$ cat src/rtl/vga_pkg.sv
// Shared types and default widths for the VGA pipeline blocks.
package vga_pkg;

  localparam int DEFAULT_DATA_WIDTH        = 16;
  localparam int DEFAULT_AUX_ADDRESS_WIDTH = 5;

  typedef enum logic {
    AUX_IDLE   = 1'b0,
    AUX_COMMIT = 1'b1
  } aux_state_t;

endpackage

$ cat src/rtl/sync_fall_detect.sv
// Falling-edge detector for a sync strobe that is already in the pixel-clock
// domain. The history register resets high, so a line held high through
// reset release never produces a spurious edge. Usable for v_sync or h_sync.
module sync_fall_detect (
  input  logic clock_in,
  input  logic reset_n_in,
  input  logic sync_in,
  output logic fall_out
);

  logic r_sync_q;

  // One-cycle history of the sync line.
  always_ff @(posedge clock_in or negedge reset_n_in) begin
    if (!reset_n_in) r_sync_q <= 1'b1;
    else             r_sync_q <= sync_in;
  end

  assign fall_out = r_sync_q & ~sync_in;

endmodule

$ cat src/rtl/aux_register_bank.sv
// Double-buffered auxiliary register bank for the frame generator.
// CPU writes land in a shadow bank; the whole shadow bank is copied to the
// display-visible front bank in one cycle after a v_sync falling edge, so a
// frame never shows a partial update.
//
//   state      | meaning
//   -----------+------------------------------------------------------------
//   AUX_IDLE   | accepting CPU writes; waiting for a v_sync fall with dirty data
//   AUX_COMMIT | one cycle: CPU stalled, front bank loads shadow at cycle end
module aux_register_bank
  import vga_pkg::*;
#(
  parameter int DATA_WIDTH        = DEFAULT_DATA_WIDTH,
  parameter int AUX_ADDRESS_WIDTH = DEFAULT_AUX_ADDRESS_WIDTH,
  parameter int AUX_DEPTH         = 32
) (
  input  logic                         clock_in,
  input  logic                         reset_n_in,
  input  logic                         cpu_wr_valid_in,
  output logic                         cpu_wr_ready_out,
  input  logic [AUX_ADDRESS_WIDTH-1:0] cpu_wr_address_in,
  input  logic [DATA_WIDTH-1:0]        cpu_wr_data_in,
  input  logic                         v_sync_in,
  input  logic [AUX_ADDRESS_WIDTH-1:0] aux_raddress_in,
  output logic [DATA_WIDTH-1:0]        aux_data_out,
  output logic                         commit_pending_out,
  output logic [15:0]                  frame_count_out
);

  // Depth widened by one bit so a full 2**AUX_ADDRESS_WIDTH depth is representable.
  localparam logic [AUX_ADDRESS_WIDTH:0] LP_DEPTH = AUX_DEPTH[AUX_ADDRESS_WIDTH:0];

  aux_state_t r_state;
  aux_state_t w_state_next;

  logic [DATA_WIDTH-1:0] r_front  [AUX_DEPTH];
  logic [DATA_WIDTH-1:0] r_shadow [AUX_DEPTH];
  logic                  r_dirty;
  logic [15:0]           r_frame_count;

  logic w_fall;
  logic w_wr_fire;
  logic w_wr_in_range;
  logic w_rd_in_range;

  sync_fall_detect u_vsync_fall (
    .clock_in   (clock_in),
    .reset_n_in (reset_n_in),
    .sync_in    (v_sync_in),
    .fall_out   (w_fall)
  );

  assign cpu_wr_ready_out = (r_state == AUX_IDLE);
  assign w_wr_fire        = cpu_wr_valid_in & cpu_wr_ready_out;
  assign w_wr_in_range    = ({1'b0, cpu_wr_address_in} < LP_DEPTH);
  assign w_rd_in_range    = ({1'b0, aux_raddress_in} < LP_DEPTH);

  // State register.
  always_ff @(posedge clock_in or negedge reset_n_in) begin
    if (!reset_n_in) r_state <= AUX_IDLE;
    else             r_state <= w_state_next;
  end

  // Next state: commit only when there is something new to show; a write in
  // the edge cycle itself counts, since it lands in the shadow before the copy.
  always_comb begin
    w_state_next = r_state;
    case (r_state)
      AUX_IDLE:   if (w_fall && (r_dirty || w_wr_fire)) w_state_next = AUX_COMMIT;
      AUX_COMMIT: w_state_next = AUX_IDLE;
      default:    w_state_next = AUX_IDLE;
    endcase
  end

  // Shadow bank: accepted CPU writes; out-of-range addresses are dropped.
  always_ff @(posedge clock_in or negedge reset_n_in) begin
    if (!reset_n_in) begin
      for (int i = 0; i < AUX_DEPTH; i++) r_shadow[i] <= '0;
    end else if (w_wr_fire && w_wr_in_range) begin
      r_shadow[cpu_wr_address_in] <= cpu_wr_data_in;
    end
  end

  // Front bank: full single-cycle copy at the end of the commit cycle.
  always_ff @(posedge clock_in or negedge reset_n_in) begin
    if (!reset_n_in) begin
      for (int i = 0; i < AUX_DEPTH; i++) r_front[i] <= '0;
    end else if (r_state == AUX_COMMIT) begin
      for (int i = 0; i < AUX_DEPTH; i++) r_front[i] <= r_shadow[i];
    end
  end

  // Dirty flag: no write can fire during commit, so clearing there loses nothing.
  always_ff @(posedge clock_in or negedge reset_n_in) begin
    if (!reset_n_in)                      r_dirty <= 1'b0;
    else if (r_state == AUX_COMMIT)       r_dirty <= 1'b0;
    else if (w_wr_fire && w_wr_in_range)  r_dirty <= 1'b1;
  end

  // Frame counter: every v_sync fall, committed or not.
  always_ff @(posedge clock_in or negedge reset_n_in) begin
    if (!reset_n_in)  r_frame_count <= '0;
    else if (w_fall)  r_frame_count <= r_frame_count + 16'd1;
  end

  assign aux_data_out       = w_rd_in_range ? r_front[aux_raddress_in] : '0;
  assign commit_pending_out = r_dirty;
  assign frame_count_out    = r_frame_count;

endmodule

$ cat config.mk
export PLATFORM = sky130hd
export DESIGN_NAME = aux_register_bank
export DESIGN_NICKNAME = d
export VERILOG_FILES = /design/src/rtl/vga_pkg.sv /design/src/rtl/sync_fall_detect.sv /design/src/rtl/aux_register_bank.sv
export SDC_FILE = /design/constraint.sdc
export NUM_CORES = 1
export LEC_CHECK = 0
export ABC_AREA = 1
export CELL_PAD_IN_SITES_DETAIL_PLACEMENT = 1
export CELL_PAD_IN_SITES_GLOBAL_PLACEMENT = 1
export CORE_ASPECT_RATIO = 1.5
export CORE_MARGIN = 5
export CORE_UTILIZATION = 47
export DETAILED_ROUTE_END_ITERATION = 8
export GPL_TIMING_DRIVEN = 1
export HOLD_SLACK_MARGIN = 0.15
export PLACE_DENSITY_LB_ADDON = 0.1
export SKIP_LAST_GASP = 1
export SYNTH_ARGS = -nofsm -noshare
export SYNTH_HDL_FRONTEND = slang
export SYNTH_HIERARCHICAL = 1
export SYNTH_SLANG_ARGS = --single-unit
$ cat constraint.sdc
create_clock -name clock_in -period 4.3 [get_ports clock_in]
set_clock_uncertainty 0.2 [all_clocks]
set_input_delay 0.86 -clock clock_in [delete_from_list [all_inputs] [get_ports clock_in]]
set_output_delay 0.86 -clock clock_in [all_outputs]
set_load 0.01 [all_outputs]
[Word level (Yosys, flattened, before mapping)]
Cells that the tools add are included.
W data, S select, Z words.
Storage, ports and cells
  flip-flop bits (word level): 1043
  input port bits: 30
Cells by class
  add/sub/neg operators: 1
  order comparisons: 3
  multiplexer cells: 10
  bitwise logic cells: 6
  reductions and logical operators: 4
Operators with widths (count)
  $bwmux W512: 1
  $bmux W16 S5: 1
  $demux W16 S5: 1
  $mux W16: 3
  $add A16 B1 Y16 const B: 1
  $ge A6 B6 Y1 const B: 2
  $not A5 Y6: 2
  $lt A6 B1 Y1 const B: 1
  $mux W1: 3
  $and A1 B1 Y1: 2
  $logic_and A1 B1 Y1: 2
  $not A1 Y1: 2
  $pmux W1 S2: 1
  $reduce_bool A2 Y1: 1
  $logic_or A1 B1 Y1: 1

[Longest topological paths before layout]
Gate-level depths: netlist of run 1.
  word-level depth: 6
  depth in mapped cells: 12
  gate-level depth less buffers: 9

[Hierarchy]
Netlist of run 1, hierarchy kept.
By module, submodules not included
  aux_register_bank: times used 1, cells an instance 5220, area an instance 43045.0 µm², seq. area each 26075.0 µm²
  sync_fall_detect: times used 1, cells an instance 3, area an instance 36.3 µm², seq. area each 26.3 µm²

[Worst setup path before layout of run 1]
Ideal clock, no wire load.
  path kind: input -> output
  from: input port aux_raddress_in[0]
  to: output port aux_data_out[4]
  arrival time: 2012 ps
  required time: 3240 ps
  setup slack: 1228 ps
  stages: 12
  path buffers: 3
  path through: clkbuf_1 -> inv_1 -> buf_2 -> buf_1 -> nand2_1 -> nand3_1 -> nand3_1 -> nand2_1 -> nand2_1 -> nand2_1 -> nand2_1 -> nand2_1
Between the ends
  cells in the longest elaborated chain, start to end: 4
Ends and longest elaborated chain
  start: declaration: line aux_register_bank.sv:24  | input logic [AUX_ADDRESS_WIDTH-1:0] aux_raddress_in,
  $not A5 Y6 (not written as such): line aux_register_bank.sv:106  | assign aux_data_out = w_rd_in_range ? r_front[aux_raddress_in] : '0;
  $bmux W16 S5: line aux_register_bank.sv:106
  $mux W16 (not written as such) (2 in series): line aux_register_bank.sv:106
  end: declaration: line aux_register_bank.sv:25  | output logic [DATA_WIDTH-1:0] aux_data_out,
Every way passes these cells. The select of a mux whose other input is x is not followed.

[Worst setup path in the final report of run 1]
  from: input port aux_raddress_in[0]
  to: output port aux_data_out[8]
The elaborated chain is that of the path after synthesis.

==> results of run 1 <==
## routing by layer
layer | vias up | track usage [%] | wire [um] | part of all wire, %
met5 | - | 0 | 0 | 0
met4 | 0 | 5.99 | 2200 | 1.7
met3 | 130 | 2.50 | 5130 | 3.9
met2 | 590 | 46.6 | 65500 | 50
met1 | 17800 | 37.8 | 59300 | 45
li1 | 16200 | - | - | -
## synth_stat cells (all sizes together)
library cell  count  area share (%)
nand2          2821              25
dfrtp          1042              61
o21ai           513             6.0
nand3           392             4.6
clkbuf          333             2.9
inv              47            0.41
buf              34            0.32
nor2             10           0.093
nor3             10            0.22
xor2              9            0.18
xnor2             4           0.081
nand4             3           0.044
a21oi             1           0.012
dfstp             1           0.061
ha                1           0.029
nor3b             1           0.017
or2               1           0.015
## registers in the layout, summed over array words and instances, names as in the netlist
name / flops
commit_pending_out: 1
frame_count_out: 16
r_front: 512
r_shadow: 512
r_state: 1
u_vsync_fall/r_sync_q: 1
## critical path: stages
cell,delay (ps)
buf_8,190
buf_12,330
nand2_1,100
nand3_1,100
nand3_1,90
nand2_1,180
nand2_1,90
nand2_1,140
nand2_1,130
nand2_1,270
clkdlybuf4s50_1,590
## cell usage in the layout, fill, tap and decap left out, types with 5 or more instances in the layout
cell type | netlist | routed
o21ai_0 | 503 | 503
nor3_1 | 6 | 6
buf_4 | 0 | 87
clkbuf_1 | 333 | 31
dfrtp_1 | 1042 | 1041
buf_12 | 0 | 33
nand3_1 | 392 | 392
inv_2 | 3 | 5
nand2_1 | 2821 | 2821
clkinv_2 | 0 | 18
clkdlybuf4s50_1 | 0 | 59
clkbuf_16 | 0 | 105
clkbuf_8 | 0 | 15
nor2_1 | 9 | 9
inv_1 | 44 | 35
o21ai_1 | 10 | 10
xor2_1 | 9 | 9
bufinv_16 | 0 | 15
## cell type report
| class | instances | area, um2 |
|---|---|---|
| sequential | 1043 | 26100 |
| clock inverter | 34 | 548 |
| antenna | 2 | 5.00 |
| clock buffer | 151 | 2950 |
| multi-input combinational | 3766 | 15400 |
| tap | 1173 | 1470 |
| inverter | 47 | 196 |
| timing repair buffer | 183 | 1960 |
| fill | 10800 | 42700 |
## worst max path at each step
| stage | start | end | slack [ps] | cells past startpoint |
|---|---|---|---|---|
| 5_1_grt | aux_raddress_in[0] | aux_data_out[8] | 70 | 11 |
| 2_1_floorplan | aux_raddress_in[0] | aux_data_out[4] | 1230 | 12 |
| 3_3_place_gp | aux_raddress_in[0] | aux_data_out[8] | 110 | 11 |
| 6_report | aux_raddress_in[0] | aux_data_out[8] | 70 | 11 |
| 4_1_cts | aux_raddress_in[0] | aux_data_out[8] | 120 | 12 |
| 3_5_place_dp | aux_raddress_in[0] | aux_data_out[8] | 130 | 11 |
## per-stage QoR
stage	util, %	setup slack, ps	cell area (um2)	hold slack (ps)	power (W)
after floorplan	-	1230	43100	242	0.0151
after global placement	49.4	113	45100	253	0.0165
after detailed placement	49.4	127	45100	258	0.0167
after CTS	53.2	124	48600	271	0.0263
after global routing	53.2	71.0	48600	284	0.0274
final	53.2	69.4	48600	269	0.0260
## logic make-up after synthesis
logic type / share of synthesized area [%]
fa+ha+maj: 0.0290
xor+xnor: 0.264
compound gates: 5.97
buf+inv: 3.63
simple gates: 29.5
flops: 60.6
## power breakdown
group	switching, W	leakage [nW]	internal, W	total (W)
registers	0.00118	13.7	0.0118	0.0130
clock network	0.00385	1.72	0.00563	0.00948
logic	0.00227	9.54	0.00132	0.00358
total	0.00730	25.0	0.0187	0.0260
## repair_timing
item | 4_1_cts | 5_1_grt
endpoints found under the hold margin | 57 | 0
gates resized for setup | 0 | 0
hold buffers | 1 | 0
==> summary.md, run 1 <==
| Metric | Value |
|---|---|
| Routed Antenna Nets | `0` |
| All-Layer GR Usage | `27.1%` |
| Period utilisation layout | `98.4%` |
| Max rail drop VDD | `0.000419 V` |
| # setup viols final | `0` |
| Total grt overflow | `0` |
| R2R depth | `4` |
| I/O Buffers | `63` |
| Min-delay worst type | `flip-flop to flip-flop` |
| H-tree Lvls | `3` |
| R2r startpoint | `r_state` |
| Count of cell types in the netlist | `22` |
| Vias | `34700` |
| Minimum clock period | `4230 ps` |
| R2r endpoint | `r_front[221]` |
| Post-Place Cells | `6211` |
| RSZ-0062 raised after global routing | `false` |
| Finished Layout Cells | `6399` |
| Outcome | `completed` |
| Fmax | `236 MHz` |
| R2R Setup Slk | `1760 ps` |
| Fin nets | `5173` |
| I/O pins | `64` |
| GPL Wtd Cong | `0.792` |
| Required @ worst endpoint | `3240 ps` |
| WHS Path Cells | `2` |
| DIE HEIGHT | `381 um` |
| Slew @ Worst Pin | `1210 ps` |
| Postcts setup bufs | `0` |
| Register area share after synthesis | `60.6%` |
| Core footprint | `0.0914 mm2` |
| Yosys reg bits | `1043` |
| Die area | `0.0979 mm2` |
| CTS buffer count | `101` |
| Initial drt markers | `2457` |
| Arr. time, crit path | `3170 ps` |
| Setup TNS Final | `0 ps` |
| Synth warnings | `6` |
| Clock slew at reported path FFs | `60 ps` |
| Max Slew Vio Count | `0` |
| Relative slew slack | `19.2%` |
| Crit start category | `input port` |
| CTS tree | `yes` |
| Largest net degree at the start of global routing | `183` |
| Min-Delay Endpoint | `r_front[87]` |
| Max Cap Viol | `0` |
| Crit path kind | `input port to output port` |
| Chip width | `257 um` |
| Final Hold Fails | `0` |
| Critical Path End Type | `output port` |
| CP Max Fanout | `67` |
| Total power per unit cell area | `535 mW/mm2` |
| Net Count, Synth | `5254` |
| Root buffer cell | `clkbuf_16` |
| Drt via density | `5.42` |
| Initial antenna violation count | `3` |
| Worst skew pair latency | `680 ps` |
| First-pass GRT wire length | `211000 um` |
| Vias in the first global route | `36400` |
| Post-Syn Area | `0.0431 mm2` |
| Hold Startpoint | `r_front[87]` |
| Clock Path Buffers | `3` |
| Fraction of layout cells with a size suffix above 1 | `5.61%` |
| Leakage power | `25.0 nW` |
| Clk sinks | `1043` |
| FP Rows | `136` |
| # DRC | `0` |
| Initial Utilization | `47.1%` |
| Routed wire per std cell | `20.6 um` |
| Average size of a mapped cell | `8.25 um2` |
| Area grow syn2layout | `12.9%` |
| Post-DP HPWL | `75400 um` |
| WL final | `132000 um` |
| Mapped Cells | `5223` |
| First drt pass iteration count | `5` |
(Power assumes the default switching activity.)
==> run 2, diff against run 1 <==
==> constraint.sdc (replaced) <==
create_clock -name clock_in -period 4.3 [get_ports clock_in]
set_clock_uncertainty 0.2 [all_clocks]
set_input_delay 0.86 -clock clock_in [delete_from_list [all_inputs] [get_ports clock_in]]
set_output_delay 0.86 -clock clock_in [all_outputs]
set_load 0.005 [all_outputs]
==> run 2 against run 1 <==
Against the previous run:
- via count is 0.34% lower
- combinational power hardly changed
- die area stayed put
- final cell count hardly changed
- core utilization hardly changed
- global-route usage is 0.087 points higher
- sequential cell count stayed put
- largest power group unchanged
- highest routed layer unchanged
==> summary.md, run 2 (synthesized netlist as in run 1, its figures left out) <==
| Metric | Value |
|---|---|
| Initial antenna violation count | `5 (+2)` |
| Largest net degree at the start of global routing | `186 (+1.6%)` |
| Slowest stage cell, crit path | `clkdlybuf4s50_1` |
| Post-CTS sizing | `0 (unchanged)` |
| Postcts setup bufs | `0 (unchanged)` |
| GPL Wtd Cong | `0.789 (-0.47%)` |
| Core footprint | `0.0914 mm2 (unchanged)` |
| Routed wire per std cell | `20.7 um (+0.43%)` |
| Final Hold Fails | `0 (unchanged)` |
| CP Max Fanout | `22 (-67%)` |
| Initial Utilization | `47.1% (unchanged)` |
| Die area | `0.0979 mm2 (unchanged)` |
| Max Slew Vio Count | `0 (unchanged)` |
| RSZ-0062 raised after global routing | `false` |
| First-pass GRT wire length | `211000 um (about the same)` |
| Initial drt markers | `2706 (+10%)` |
| FP Rows | `136 (unchanged)` |
| Vias in the first global route | `36700 (+0.64%)` |
| Clock slew at reported path FFs | `60 ps (about the same)` |
| Fraction of layout cells with a size suffix above 1 | `5.63% (+0.026 points)` |
| Required @ worst endpoint | `3240 ps (about the same)` |
| All-Layer GR Usage | `27.2% (+0.087 points)` |
| CTS tree | `yes` |
| Chip width | `257 um (unchanged)` |
| Outcome | `completed` |
| Critical Path End Type | `output port` |
| Max Cap Viol | `0 (unchanged)` |
| Slew @ Worst Pin | `1060 ps (-154 ps)` |
| Arr. time, crit path | `3160 ps (about the same)` |
| Crit path kind | `input port to output port` |
| Area grow syn2layout | `13.0% (about the same)` |
| Crit start category | `input port` |
| Setup TNS Final | `0 ps (unchanged)` |
| # DRC | `0 (unchanged)` |
| Root buffer cell | `clkbuf_16` |
| Vias | `34600 (-0.34%)` |
| Period utilisation layout | `98.2% (-0.16 points)` |
| DIE HEIGHT | `381 um (unchanged)` |
| Clk sinks | `1043 (unchanged)` |
| Leakage power | `25.0 nW (about the same)` |
| Minimum clock period | `4220 ps (-7.08 ps)` |
| Critical Path Max Stage Delay | `550 ps (-40 ps)` |
| Max rail drop VDD | `0.000342 V (-18%)` |
| Pwr Total | `0.0260 W (about the same)` |
| Fmax | `237 MHz (+0.17%)` |
| CTS buffer count | `105 (+4.0%)` |
| Min-delay worst type | `flip-flop to flip-flop` |
| I/O pins | `64 (unchanged)` |
| I/O Buffers | `63 (unchanged)` |
| Worst-path cell chain | `clkdlybuf4s50_1 -> inv_1 -> buf_4 -> nand2_1 -> nand2_1 -> nand2_1 -> nand2_1 -> clkdlybuf4s50_1` |
| Commonest non-fill, non-tap cell in the layout | `nand2_1` |
| Total power per unit cell area | `535 mW/mm2 (about the same)` |
| Post-layout util | `53.3% (about the same)` |
| Worst skew pair latency | `690 ps (about the same)` |
| Routed Antenna Nets | `0 (unchanged)` |
| H-tree Lvls | `3 (unchanged)` |
| WL final | `133000 um (+0.35%)` |
| Post-DP HPWL | `75100 um (-0.45%)` |
| Relative slew slack | `29.5% (+10 points)` |
| Critical path's most frequent cell | `nand2_1` |
| Most frequent cells in the layout | `nand2_1 (2821), dfrtp_1 (1041), o21ai_0 (503)` |
| First drt pass iteration count | `5 (unchanged)` |
| Clock Path Buffers | `3 (unchanged)` |
| Total grt overflow | `0 (unchanged)` |
| FILL cells | `10800 (-0.19%)` |
| # setup viols final | `0 (unchanged)` |
| Fin nets | `5166 (-0.14%)` |
| Drt via density | `5.41 (-0.26%)` |
## run 2: changes by cell type in the layout (fill, tap and decap cells not counted), sizes merged
| cell | delta |
|---|---|
| clkinv | -7 |
| diode | +1 |
| buf | -11 |
| inv | +6 |
| bufinv | -6 |
| clkbuf | +12 |
## run 2: final timing paths
| path | end | startpoint | slack [ps] | depth (start not counted) |
|---|---|---|---|---|
| min | r_front[108] | r_shadow[108] | 260 | 2 |
| max | aux_data_out[2] | aux_raddress_in[3] | 80 | 8 |
| min in group asynchronous | r_front[72] | reset_n_in | 560 | 2 |
| min reg2reg | r_front[108] | r_shadow[108] | 260 | 2 |
| max reg2reg | r_front[184] | r_state | 1690 | 4 |
| max in group asynchronous | r_front[388] | reset_n_in | 2150 | 3 |
## run 2: cell type report
type                       instances  area, um2  share of cell area, %
antenna                            3       7.51                 0.0154
clock buffer                     163       3210                   6.60
clock inverter                    27        370                  0.761
inverter                          47        196                  0.404
multi-input combinational       3766      15400                   31.7
sequential                      1043      26100                   53.6
tap                             1173       1470                   3.02
timing repair buffer             172       1900                   3.90
## run 2: power by group
part	total, W	switching, W	internal [W]	leakage [nW]
logic	0.00358	0.00226	0.00132	9.51
registers	0.0129	0.00113	0.0118	13.7
clock network	0.00954	0.00390	0.00564	1.77
## run 2: layer usage
layer  track usage, %  share of wire, %  vias up
met3             2.78               3.8      124
met5                0                 0        -
met2             48.1                51      583
met4             6.29               1.8        0
li1                 -                 -    16200
met1             36.5                44    17700
## run 2: worst max-delay path, delay by kind of cell
| family | cells | cell delay [ps] |
|---|---|---|
| buffers and inverters | 4 | 1650 |
| AND/OR/NAND/NOR | 4 | 620 |
## run 2: repair_timing
action,CTS,global route
hold buffers,1,0
setup endpoints to repair,0,0
hold endpoints to repair,36,0
## run 2: stage by stage
stage | instances | hold WS (ps) | cell area [um2] | setup slack (ps)
2_1_floorplan | 5223 | 242 | 43100 | 1260
3_3_place_gp | 6200 | 253 | 45100 | 83.5
3_5_place_dp | 6200 | 258 | 45100 | 81.1
4_1_cts | 6391 | 269 | 48700 | 83.1
5_1_grt | 6392 | 288 | 48700 | 77.2
6_report | 6394 | 265 | 48700 | 76.5
